[src/rtl/serial_parity_pkg.sv]
// Shared types for the serial parity receiver.
//   rx_state_t  : receiver FSM states
//   bit_cnt_w() : bit-counter width for a given data width
//   BIT_CNT_W   : bit-counter width for the default 8-bit data path
package serial_parity_pkg;

   typedef enum logic [2:0] {
      IDLE,
      DATA,
      PARITY,
      STOP,
      DONE,
      PERR,
      WAIT
   } rx_state_t;

   localparam int DATA_W_DEF = 8;
   localparam int BIT_CNT_W  = $clog2(DATA_W_DEF + 1);

   // Width needed to count 0..data_w; used by modules overriding DATA_W.
   function automatic int bit_cnt_w(input int data_w);
      return $clog2(data_w + 1);
   endfunction

endpackage

[src/rtl/parity_accum.sv]
// Running XOR accumulator: sequential counterpart of an XOR-reduction
// parity generator.
//   clk     : clock
//   aresetn : asynchronous reset, active low
//   clr     : synchronous clear (wins over en)
//   en      : fold d into the accumulator this cycle
//   d       : bit to accumulate
//   acc     : current XOR of all bits since the last clear
module parity_accum (
   input  logic clk,
   input  logic aresetn,
   input  logic clr,
   input  logic en,
   input  logic d,
   output logic acc
);

   always_ff @(posedge clk or negedge aresetn) begin
      if (!aresetn)  acc <= 1'b0;
      else if (clr)  acc <= 1'b0;
      else if (en)   acc <= acc ^ d;
   end

endmodule

[src/rtl/serial_parity_rx.sv]
// Serial parity receiver: start(0), DATA_W data bits LSB first, parity,
// stop(1), one bit per clock. Reports good bytes, parity and framing
// errors, and keeps a saturating error count.
//   clk        : clock, rising edge
//   aresetn    : asynchronous reset, active low
//   in         : serial line, idle high
//   out_byte   : last correctly received byte
//   done       : one-cycle pulse, good frame
//   parity_err : one-cycle pulse, stop ok but parity mismatch
//   frame_err  : one-cycle pulse, stop bit sampled low
//   err_count  : saturating count of parity_err + frame_err
// DATA_W must be at least 2.
module serial_parity_rx
   import serial_parity_pkg::*;
#(
   parameter int DATA_W     = 8,
   parameter int PARITY_ODD = 1,
   parameter int CNT_W      = 8
) (
   input  logic              clk,
   input  logic              aresetn,
   input  logic              in,
   output logic [DATA_W-1:0] out_byte,
   output logic              done,
   output logic              parity_err,
   output logic              frame_err,
   output logic [CNT_W-1:0]  err_count
);

   localparam int   BCW     = bit_cnt_w(DATA_W);
   localparam logic PAR_REF = 1'(PARITY_ODD);

   rx_state_t         state, nxt;
   logic [BCW-1:0]    bit_cnt;
   logic [DATA_W-1:0] shreg;
   logic              acc;
   logic              start;
   logic              wait_first;

   // ---------------- FSM ----------------
   always_ff @(posedge clk or negedge aresetn) begin
      if (!aresetn) state <= IDLE;
      else          state <= nxt;
   end

   always_comb begin
      nxt = state;
      unique case (state)
         IDLE:   if (!in) nxt = DATA;
         DATA:   if (bit_cnt == BCW'(DATA_W - 1)) nxt = PARITY;
         PARITY: nxt = STOP;
         STOP:   if (!in)                nxt = WAIT;
                 else if (acc == PAR_REF) nxt = DONE;
                 else                     nxt = PERR;
         // DONE/PERR double as an IDLE sample so frames can run back-to-back
         DONE,
         PERR:   nxt = in ? IDLE : DATA;
         WAIT:   if (in) nxt = IDLE;
         default: nxt = IDLE;
      endcase
   end

   // A start bit is any transition into DATA from outside DATA.
   assign start = (nxt == DATA) && (state != DATA);

   // ---------------- datapath ----------------
   parity_accum u_acc (
      .clk     (clk),
      .aresetn (aresetn),
      .clr     (start),
      .en      ((state == DATA) || (state == PARITY)),
      .d       (in),
      .acc     (acc)
   );

   always_ff @(posedge clk or negedge aresetn) begin
      if (!aresetn) begin
         bit_cnt    <= '0;
         shreg      <= '0;
         out_byte   <= '0;
         err_count  <= '0;
         wait_first <= 1'b0;
      end else begin
         if (start)               bit_cnt <= '0;
         else if (state == DATA)  bit_cnt <= bit_cnt + BCW'(1);

         // LSB arrives first, so shift in from the top.
         if (state == DATA) shreg <= {in, shreg[DATA_W-1:1]};

         if (state == STOP && nxt == DONE) out_byte <= shreg;

         // Count on entry to PERR/WAIT so the count already reflects the
         // error during its pulse cycle.
         if (state == STOP && nxt != DONE && err_count != '1)
            err_count <= err_count + CNT_W'(1);

         wait_first <= (state == STOP) && !in;
      end
   end

   // ---------------- Moore outputs ----------------
   assign done       = (state == DONE);
   assign parity_err = (state == PERR);
   assign frame_err  = (state == WAIT) && wait_first;

endmodule
[config.mk]
export PLATFORM = sky130hd
export DESIGN_NAME = serial_parity_rx
export DESIGN_NICKNAME = d
export VERILOG_FILES = /design/src/rtl/serial_parity_pkg.sv /design/src/rtl/parity_accum.sv /design/src/rtl/serial_parity_rx.sv
export SDC_FILE = /design/constraint.sdc
export NUM_CORES = 1
export LEC_CHECK = 0
export ABC_AREA = 1
export BUFFER_PORTS_ARGS = -buffer_cell sky130_fd_sc_hd__buf_2
export CAP_MARGIN = 40
export CORE_MARGIN = 2
export CORE_UTILIZATION = 60
export CTS_CLUSTER_DIAMETER = 30
export DETAILED_ROUTE_END_ITERATION = 6
export GPL_TIMING_DRIVEN = 0
export PLACE_DENSITY_LB_ADDON = 0.25
export SETUP_SLACK_MARGIN = 0.02
export SYNTH_ARGS = -nofsm -noshare
export SYNTH_HDL_FRONTEND = slang
export SYNTH_SLANG_ARGS = --single-unit
[constraint.sdc]
create_clock -name clk -period 3.12 [get_ports clk]
set_clock_uncertainty 0.1 [all_clocks]
set_input_delay 0.78 -clock clk [delete_from_list [all_inputs] [get_ports clk]]
set_output_delay 0.78 -clock clk [all_outputs]
set_load 0.01 [all_outputs]
==> results of run 1 <==
[flip-flops by register name, indices dropped and copies added, names as in the netlist]
signal and cells:
err_count 8, shreg 8, bit_cnt 4, wait_first 1, u_acc.acc 1, out_byte 8, state 3
[routing by layer]
metal | vias to the layer above | global-route usage [%]
li1 | 612 | -
met3 | 0 | 7.03
met1 | 590 | 25.6
met2 | 31 | 32.5
met5 | - | 0
met4 | 0 | 4.88
[synthesized netlist by cell type]
library cell,n
buf_6,2
nor2_8,1
nor3_1,1
o21ai_1,2
nand2_2,2
dfrtp_1,33
inv_1,14
xnor2_1,2
or2_1,1
nand4_1,4
xor2_1,5
o21ai_2,5
nand2_1,52
nand3b_1,1
nand2_4,1
o211ai_2,2
o21ai_0,9
nand4_4,1
nand3_1,16
ha_1,3
nor2_1,10
buf_2,1
inv_2,4
a31oi_4,1
[worst register-to-register path, cell delays in order, from the launching register on]
cell and delay [ns]:
dfrtp_1 0.43, ha_1 0.24, nand3_1 0.13, nor2_1 0.10
a31oi_4 0.28, nand2_2 0.18, nand2_1 0.10, nand2_1 0.05
[cell usage in the layout, fill, tap and decap left out, drive strengths merged]
master and n:
inv 18, nor2 11, clkbuf 7, nand3 16, o211ai 2, dfrtp 33
o21ai 16, ha 3, nand4 5, or2 1, xor2 5, nand2 55
buf 24, nor3 1, a31oi 1, nand3b 1, xnor2 2
[path summary, 6_finish.rpt]
kind	endpoint	slack [ns]	depth (start not counted)
worst max-delay path	frame_err	0.86	5
worst min-delay path	out_byte[7]$_DFFE_PN0P_	0.38	2
worst max register to register	err_count[0]$_DFFE_PN0P_	1.41	7
worst min register to register	out_byte[7]$_DFFE_PN0P_	0.38	2
max in group asynchronous	out_byte[1]$_DFFE_PN0P_	2.08	1
min in group asynchronous	state[2]$_DFF_PN0_	0.39	1
[power groups by stage]
stage	combinational [mW]	sequential [mW]	clock (mW)
floorplan	0.427	0.671	0
global placement	0.567	0.662	0
detailed placement	0.595	0.669	0
CTS	0.598	0.661	0.245
global route	0.674	0.677	0.266
finish	0.588	0.662	0.236
[cell families after synthesis]
family                   Yosys count  share of synthesized area [%]
AO/OA/AOI/OAI                     19                           9.15
XOR/XNOR                           7                           3.86
adder cells (fa/ha/maj)            3                           2.37
buffers and inverters             21                           5.99
flip-flops                        33                           52.1
AND/OR/NAND/NOR                   90                           26.6
[layout make-up]
class / count / area (µm²) / area share (%)
buffer: 3 / 27.5 / 1.54
clock buffer: 7 / 55.1 / 3.09
inverter: 18 / 67.6 / 3.79
multi-input combinational: 119 / 666 / 37.3
sequential: 33 / 826 / 46.3
tap: 30 / 37.5 / 2.10
timing repair buffer: 21 / 105 / 5.89
[per-stage QoR]
step | power (mW) | cell area, µm² | hold slack (ns) | utilization, % | worst slack [ns]
6_report | 1.49 | 1780 | 0.382 | 71.4 | 0.856
5_1_grt | 1.62 | 1780 | 0.421 | 71.4 | 0.733
4_1_cts | 1.50 | 1780 | 0.386 | 71.4 | 0.869
3_5_place_dp | 1.26 | 1730 | 0.364 | 69.2 | 1.00
3_3_place_gp | 1.23 | 1730 | 0.361 | 69.2 | 1.05
2_1_floorplan | 1.10 | 1590 | 0.342 | - | 1.28
==> impl_metrics.ini, run 1 <==
[place]
hpwl_um = 2050
gp_congestion = 0.832
dpl.cell_count = 224
port_buffers = 21

[clock_tree]
cts_setup_buffers = 0
cts_tree = built
htree_levels = 2
postCtsHoldBufs = 0
clkSinkCount = 33
cts_resized = 0
clockRootBuffer = clkbuf_4
cts_max_path_buffers = 2
numCtsBuffers = 5
clock_latency_ns = 0.32
clk_pin_slew_ns = 0.10

[sta]
drv_slew = 0
hold_viol_final = 0
tightest_slew_ns = 0.694
min_period_over_period_pct = 72.6
period_minus_slack_ns = 2.26
rsz0062_at_grt = no
setup_viol = 0
fmax_mhz = 442
fin_tns_setup_ns = 0
relSlewSlack_pct = 53.7

[pwr]
intPower_uw = 878
ir_worst_vdd_v = 0.000677
p_sw_uw = 609
p_comb_share_pct = 39.6
clockPowerShare_pct = 15.9
sw_frac_of_total_pct = 41.0
p_per_area_nw_per_um2 = 833
seq_power_share_pct = 44.5
p_leak_nw = 0.971

[synth]
synth_top_area_share_pct = 52.1
ys_types = 24
synth_area_leaders = dfrtp_1 52%, nand2_1 12%, nand3_1 5.0%
yosys.area.top_type = dfrtp_1
synth.yosys.seq_area_share_pct = 52.1
syn-cell-area_um2 = 1590
avgSynthCellArea_um2 = 9.17
synth.yosys.warnings = 0
synth_cells = 173
synth-seq-cells = 33
syn_nets = 179

[layout]
final_cells = 231
diodes = 0
area_growth_pct = 12.5
drive_gt1_share_pct = 23.4
fill_cells = 202
nets = 207

[critical_path]
crit_type = register to primary output
r2r_start = err_count[0]$_DFFE_PN0P_
critPathTopFamily = flip-flops
endpoint_kind = primary output
crit_top_cell = nor2_1
critPathBufInv = 2
worstPathArrival_ns = 1.38
cp_max_fo = 6
worstSetupStartpoint = state[1]$_DFF_PN0_
cp_slowest_cell = dfrtp_1
startpoint_type = register
critPathRequiredTime_ns = 2.24
cpPeakStageDelay_ns = 0.49
path_cells = inv_2 -> nor2_1 -> nand2_1 -> nor2_1 -> buf_2

[detailed_routing]
dr_wl_met2_um = 1430
post_drt_wl_per_cell_um = 12.3
via_count = 1233
antenna_left = 0
wl_um = 2840
dr.pass1.iters = 5
m1WireLength_um = 1280
dr.max_layer_used = met3
dr_wl_met3_um = 137
route.detailed.drc = 0
first_iter_violations = 47
viasPerCell = 5.34

[run_status]
status = finished, final reports clean

[global_routing]
grt-ovfl-total = 0
antenna_found_initial = 0
grt_max_degree = 34
grt_pass1_wl_um = 4890
grt_use_total_pct = 20.0
grt_pass1_vias = 1142

[floorplan]
die_area_um2 = 3070
start_util_pct = 63.5
rows = 18
fp.coreArea_um2 = 2500
die_w_um = 55.4
die_y_um = 55.4
io_pins = 22

[min_path]
hold_class = register to register
hp-start = out_byte[7]$_DFFE_PN0P_

[flow_run]
cap_violations = 0
Power figures use the tool's default switching activity.
==> inputs of run 2 (changes only) <==
--- a/config.mk
+++ b/config.mk
@@ -9,7 +9,7 @@
 export BUFFER_PORTS_ARGS = -buffer_cell sky130_fd_sc_hd__buf_2
 export CAP_MARGIN = 40
 export CORE_MARGIN = 2
-export CORE_UTILIZATION = 60
+export CORE_UTILIZATION = 56
 export CTS_CLUSTER_DIAMETER = 30
 export DETAILED_ROUTE_END_ITERATION = 6
 export GPL_TIMING_DRIVEN = 0
==> constraint.sdc (replaced) <==
create_clock -name clk -period 2.15 [get_ports clk]
set_clock_uncertainty 0.1 [all_clocks]
set_input_delay 0.5375 -clock clk [delete_from_list [all_inputs] [get_ports clk]]
set_output_delay 0.5375 -clock clk [all_outputs]
set_load 0.01 [all_outputs]
==> run 2 against run 1 <==
Compared with the run above: utilization fell by 5.5 points; critical path depth unchanged; combinational power increased by 44%; worst setup slack got worse by 0.72 ns; cell count is 0.87% higher; sequential power increased by 45%; hold slack lost 0.25 ns; via count increased by 0.73%.
==> impl_metrics.ini, run 2 (synthesis gave the netlist of run 1 again) <==
[sta]
fmax_mhz = 497
period_minus_slack_ns = 2.01
hold_ws_ns = 0.132
setup_viol = 0
tightest_slew_ns = 0.715
drv_slew = 0
relSlewSlack_pct = 52.3
fin_tns_setup_ns = 0
hold_viol_final = 0
rsz0062_at_grt = no
min_period_over_period_pct = 93.5

[detailed_routing]
antenna_left = 0
via_count = 1242
dr.pass1.iters = 4
viasPerCell = 5.33
wl_um = 2910
post_drt_wl_per_cell_um = 12.5
route.detailed.drc = 0
first_iter_violations = 54

[clock_tree]
numCtsBuffers = 5
clkSinkCount = 33
clock_latency_ns = 0.34
clk_pin_slew_ns = 0.11
clockRootBuffer = clkbuf_4
cts_max_path_buffers = 2
cts_setup_buffers = 0
postCtsHoldBufs = 0
cts_resized = 0
htree_levels = 2
cts_tree = built

[pwr]
p_per_area_nw_per_um2 = 1230
ir_worst_vdd_v = 0.00109
intPower_mw = 1.31
p_comb_share_pct = 38.4
p_sw_uw = 905
clockPowerShare_pct = 18.3
seq_power_share_pct = 43.4
p_leak_nw = 0.981
total_power_mw = 2.21
sw_frac_of_total_pct = 40.9

[critical_path]
critPathBufInv = 2
startpoint_type = register
crit_type = register to primary output
cp_num_cells = 5
endpoint_kind = primary output
r2r_cells = 7
crit_top_cell = nor2_1
cpPeakStageDelay_ns = 0.47
critPathTopFamily = flip-flops
cp_max_fo = 6
path_cells = inv_2 -> nor2_1 -> nand2_1 -> nor2_1 -> buf_2
worstPathArrival_ns = 1.37
critPathRequiredTime_ns = 1.51
cp_slowest_cell = dfrtp_1

[place]
hpwl_um = 2050
port_buffers = 21
gp_congestion = 0.760

[floorplan]
die_area_um2 = 3270
die_y_um = 57.2
rows = 19
start_util_pct = 58.0
io_pins = 22
die_w_um = 57.2
fp.coreArea_um2 = 2730

[global_routing]
grt_max_degree = 34
grt_use_total_pct = 20.3
grt-ovfl-total = 0
antenna_found_initial = 0
grt_pass1_vias = 1153
grt_pass1_wl_um = 5000

[layout]
final_common_cell = nand2_1
diodes = 0
area_growth_pct = 13.5
final_cell_mix = 52 x nand2_1, 33 x dfrtp_1, 22 x buf_2
nets = 207
drive_gt1_share_pct = 24.3
top_regs = err_count (8), out_byte (8), shreg (8)

[min_path]
hold_class = primary input to asynchronous set/reset pin

[flow_run]
cap_violations = 0

[run_status]
status = finished, final reports clean
-- run 2: cell types whose count changed in the layout (fill, tap and decap cells not counted) --
cell / previous run / this run
clkbuf_1: 1 / 0
clkinv_2: 0 / 1
clkbuf_8: 1 / 2
-- run 2: per-stage QoR --
step	worst slack (ns)	utilization [%]	cells	instance area, µm²
2_1_floorplan	0.554	-	173	1590
3_3_place_gp	0.323	63.3	225	1730
3_5_place_dp	0.311	63.3	225	1730
4_1_cts	0.145	65.9	233	1800
5_1_grt	0.0445	65.9	233	1800
6_report	0.139	65.9	233	1800
-- run 2: final cells by class --
class	count	area (µm²)
clock buffers	7	65.1
multi-input cells	119	666
fillers	208	933
repair buffers	21	105
plain buffers	3	27.5
clock inverters	1	5.00
inverters	18	67.6
well taps	31	38.8
flip-flops and latches	33	826
-- run 2: final timing paths --
path,from,end,slack [ns]
max,state[1]$_DFF_PN0_,frame_err,0.14
min in group clk,in,state[2]$_DFF_PN0_,0.38
max in group asynchronous,aresetn,out_byte[3]$_DFFE_PN0P_,1.35
min,aresetn,err_count[5]$_DFFE_PN0P_,0.13
max reg2reg,err_count[1]$_DFFE_PN0P_,err_count[1]$_DFFE_PN0P_,0.44
min reg2reg,out_byte[4]$_DFFE_PN0P_,out_byte[4]$_DFFE_PN0P_,0.38
-- run 2: power groups by stage --
stage               sequential [mW]  clock (mW)  combinational (mW)
global route                  0.987       0.438               0.961
detailed placement            0.970           0               0.859
floorplan                     0.974           0               0.619
finish                        0.960       0.405               0.849
CTS                           0.959       0.409               0.863
global placement              0.961           0               0.827
-- run 2: routing by layer --
layer / global-route usage (%) / wire length (µm)
met5: 0 / 0
met4: 12.3 / 55
met3: 4.76 / 132
met2: 33.0 / 1410
met1: 24.6 / 1310
==> inputs of run 3 (changes only) <==
--- a/config.mk
+++ b/config.mk
@@ -9,11 +9,12 @@
 export BUFFER_PORTS_ARGS = -buffer_cell sky130_fd_sc_hd__buf_2
 export CAP_MARGIN = 40
 export CORE_MARGIN = 2
-export CORE_UTILIZATION = 56
+export CORE_UTILIZATION = 49
 export CTS_CLUSTER_DIAMETER = 30
 export DETAILED_ROUTE_END_ITERATION = 6
 export GPL_TIMING_DRIVEN = 0
 export PLACE_DENSITY_LB_ADDON = 0.25
+export REMOVE_ABC_BUFFERS = 1
 export SETUP_SLACK_MARGIN = 0.02
 export SYNTH_ARGS = -nofsm -noshare
 export SYNTH_HDL_FRONTEND = slang
==> run 3 against run 2 <==
Compared with the run above: largest power group unchanged; via count down 1.4%; clock power down 19%; maximum frequency rose by 3.2%; utilization shrank 8.1 points.
==> impl_metrics.ini, run 3 (synthesis gave the netlist of run 1 again) <==
[pwr]
seq_power_share_pct = 45.0
clockPowerShare_pct = 15.4
sw_frac_of_total_pct = 42.3
intPower_mw = 1.23
p_leak_nw = 0.954
total_power_mw = 2.14
p_sw_uw = 905
p_comb_share_pct = 39.6
ir_worst_vdd_v = 0.000704
p_per_area_nw_per_um2 = 1200

[floorplan]
die_w_um = 60.9
fp.coreArea_um2 = 3080
start_util_pct = 51.5
die_y_um = 60.9
rows = 20
io_pins = 22
die_area_um2 = 3710

[critical_path]
critPathRequiredTime_ns = 1.51
critPathTopFamily = flip-flops
startpoint_type = register
cp_slowest_cell = dfrtp_1
endpoint_kind = primary output
crit_type = register to primary output
cp_max_fo = 7
cpPeakStageDelay_ns = 0.49
r2r-end = err_count[2]$_DFFE_PN0P_
r2r_cells = 7
r2r_start = state[0]$_DFF_PN0_
critPathBufInv = 1
path_cells = nor2_2 -> nand2_1 -> nor2_1 -> buf_2
reg2reg_slack_ns = 0.31
worstPathArrival_ns = 1.31

[clock_tree]
cts_resized = 0
clkSinkCount = 33
cts_setup_buffers = 0
postCtsHoldBufs = 0
numCtsBuffers = 5
cts_tree = built
htree_levels = 2
clockRootBuffer = clkbuf_4
cts_max_path_buffers = 2
clock_latency_ns = 0.32
clk_pin_slew_ns = 0.10

[run_status]
status = finished, final reports clean

[layout]
diodes = 0
post-route-util_pct = 57.8
nets = 204
drive_gt1_share_pct = 24.1
fill_cells = 302
final_cell_mix = 52 x nand2_1, 32 x dfrtp_1, 21 x buf_2
final_common_cell = nand2_1
area_growth_pct = 12.1
top_regs = err_count (8), out_byte (8), shreg (8)
final_cells = 243

[detailed_routing]
dr.pass1.iters = 4
route.detailed.drc = 0
viasPerCell = 5.04
wl_um = 2930
via_count = 1224
first_iter_violations = 86
post_drt_wl_per_cell_um = 12.1
antenna_left = 0

[place]
dp_slack_ns = 0.0425
hpwl_um = 2100
port_buffers = 21
gp_congestion = 0.874
dpl.cell_count = 235

[global_routing]
grt_use_total_pct = 19.2
grt_pass1_wl_um = 5180
grt_pass1_vias = 1191
grt_max_degree = 34
antenna_found_initial = 0
grt-ovfl-total = 0

[min_path]
hold_class = primary input to asynchronous set/reset pin

[sta]
layout_setup_ws_ns = 0.202
period_minus_slack_ns = 1.95
min_period_over_period_pct = 90.6
tightest_slew_ns = 0.710
setup_viol = 0
rsz0062_at_grt = no
fin_tns_setup_ns = 0
drv_slew = 0
fmax_mhz = 513
hold_viol_final = 0
relSlewSlack_pct = 52.7

[flow_run]
cap_violations = 0
## run 3: worst max path at each step
stage / start / endpoint / slack (ns) / cells after the start
floorplan: in / err_count[6]$_DFFE_PN0P_ / 0.44 / 6
global placement: in / err_count[0]$_DFFE_PN0P_ / 0.1 / 7
detailed placement: in / err_count[5]$_DFFE_PN0P_ / 0.04 / 7
CTS: state[1]$_DFF_PN0_ / frame_err / 0.13 / 5
global route: state[0]$_DFF_PN0_ / frame_err / 0.06 / 4
finish: state[0]$_DFF_PN0_ / frame_err / 0.20 / 4
## run 3: metrics by stage
step	cell area (µm²)	hold WS (ns)
finish	1780	0.155
floorplan	1560	0.142
detailed placement	1720	0.363
CTS	1770	0.173
global route	1780	0.184
global placement	1720	0.361
## run 3: per-layer routing
layer / GRT usage, % / share of wire (%) / wire, µm / up-vias
li1: - / - / - / 607
met1: 24.7 / 45 / 1320 / 589
met2: 31.5 / 51 / 1490 / 23
met3: 5.76 / 3.0 / 89 / 5
met4: 5.59 / 1.1 / 31 / 0
met5: 0 / 0 / 0 / -
## run 3: final cells by class
class	instances	area (µm²)	share of cell area [%]
Sequential cell	33	827	46.5
Timing Repair Buffer	21	105	5.91
Clock inverter	3	17.5	0.985
Inverter	18	67.6	3.80
Multi-Input combinational cell	119	668	37.6
Tap cell	44	55.1	3.10
Clock buffer	5	37.5	2.11
## run 3: power by group through the flow
stage | logic, mW | clock network (mW) | registers (mW)
3_5_place_dp | 0.859 | 0 | 0.968
2_1_floorplan | 0.603 | 0 | 0.974
5_1_grt | 0.976 | 0.385 | 0.994
3_3_place_gp | 0.807 | 0 | 0.960
6_report | 0.845 | 0.328 | 0.962
4_1_cts | 0.859 | 0.345 | 0.958
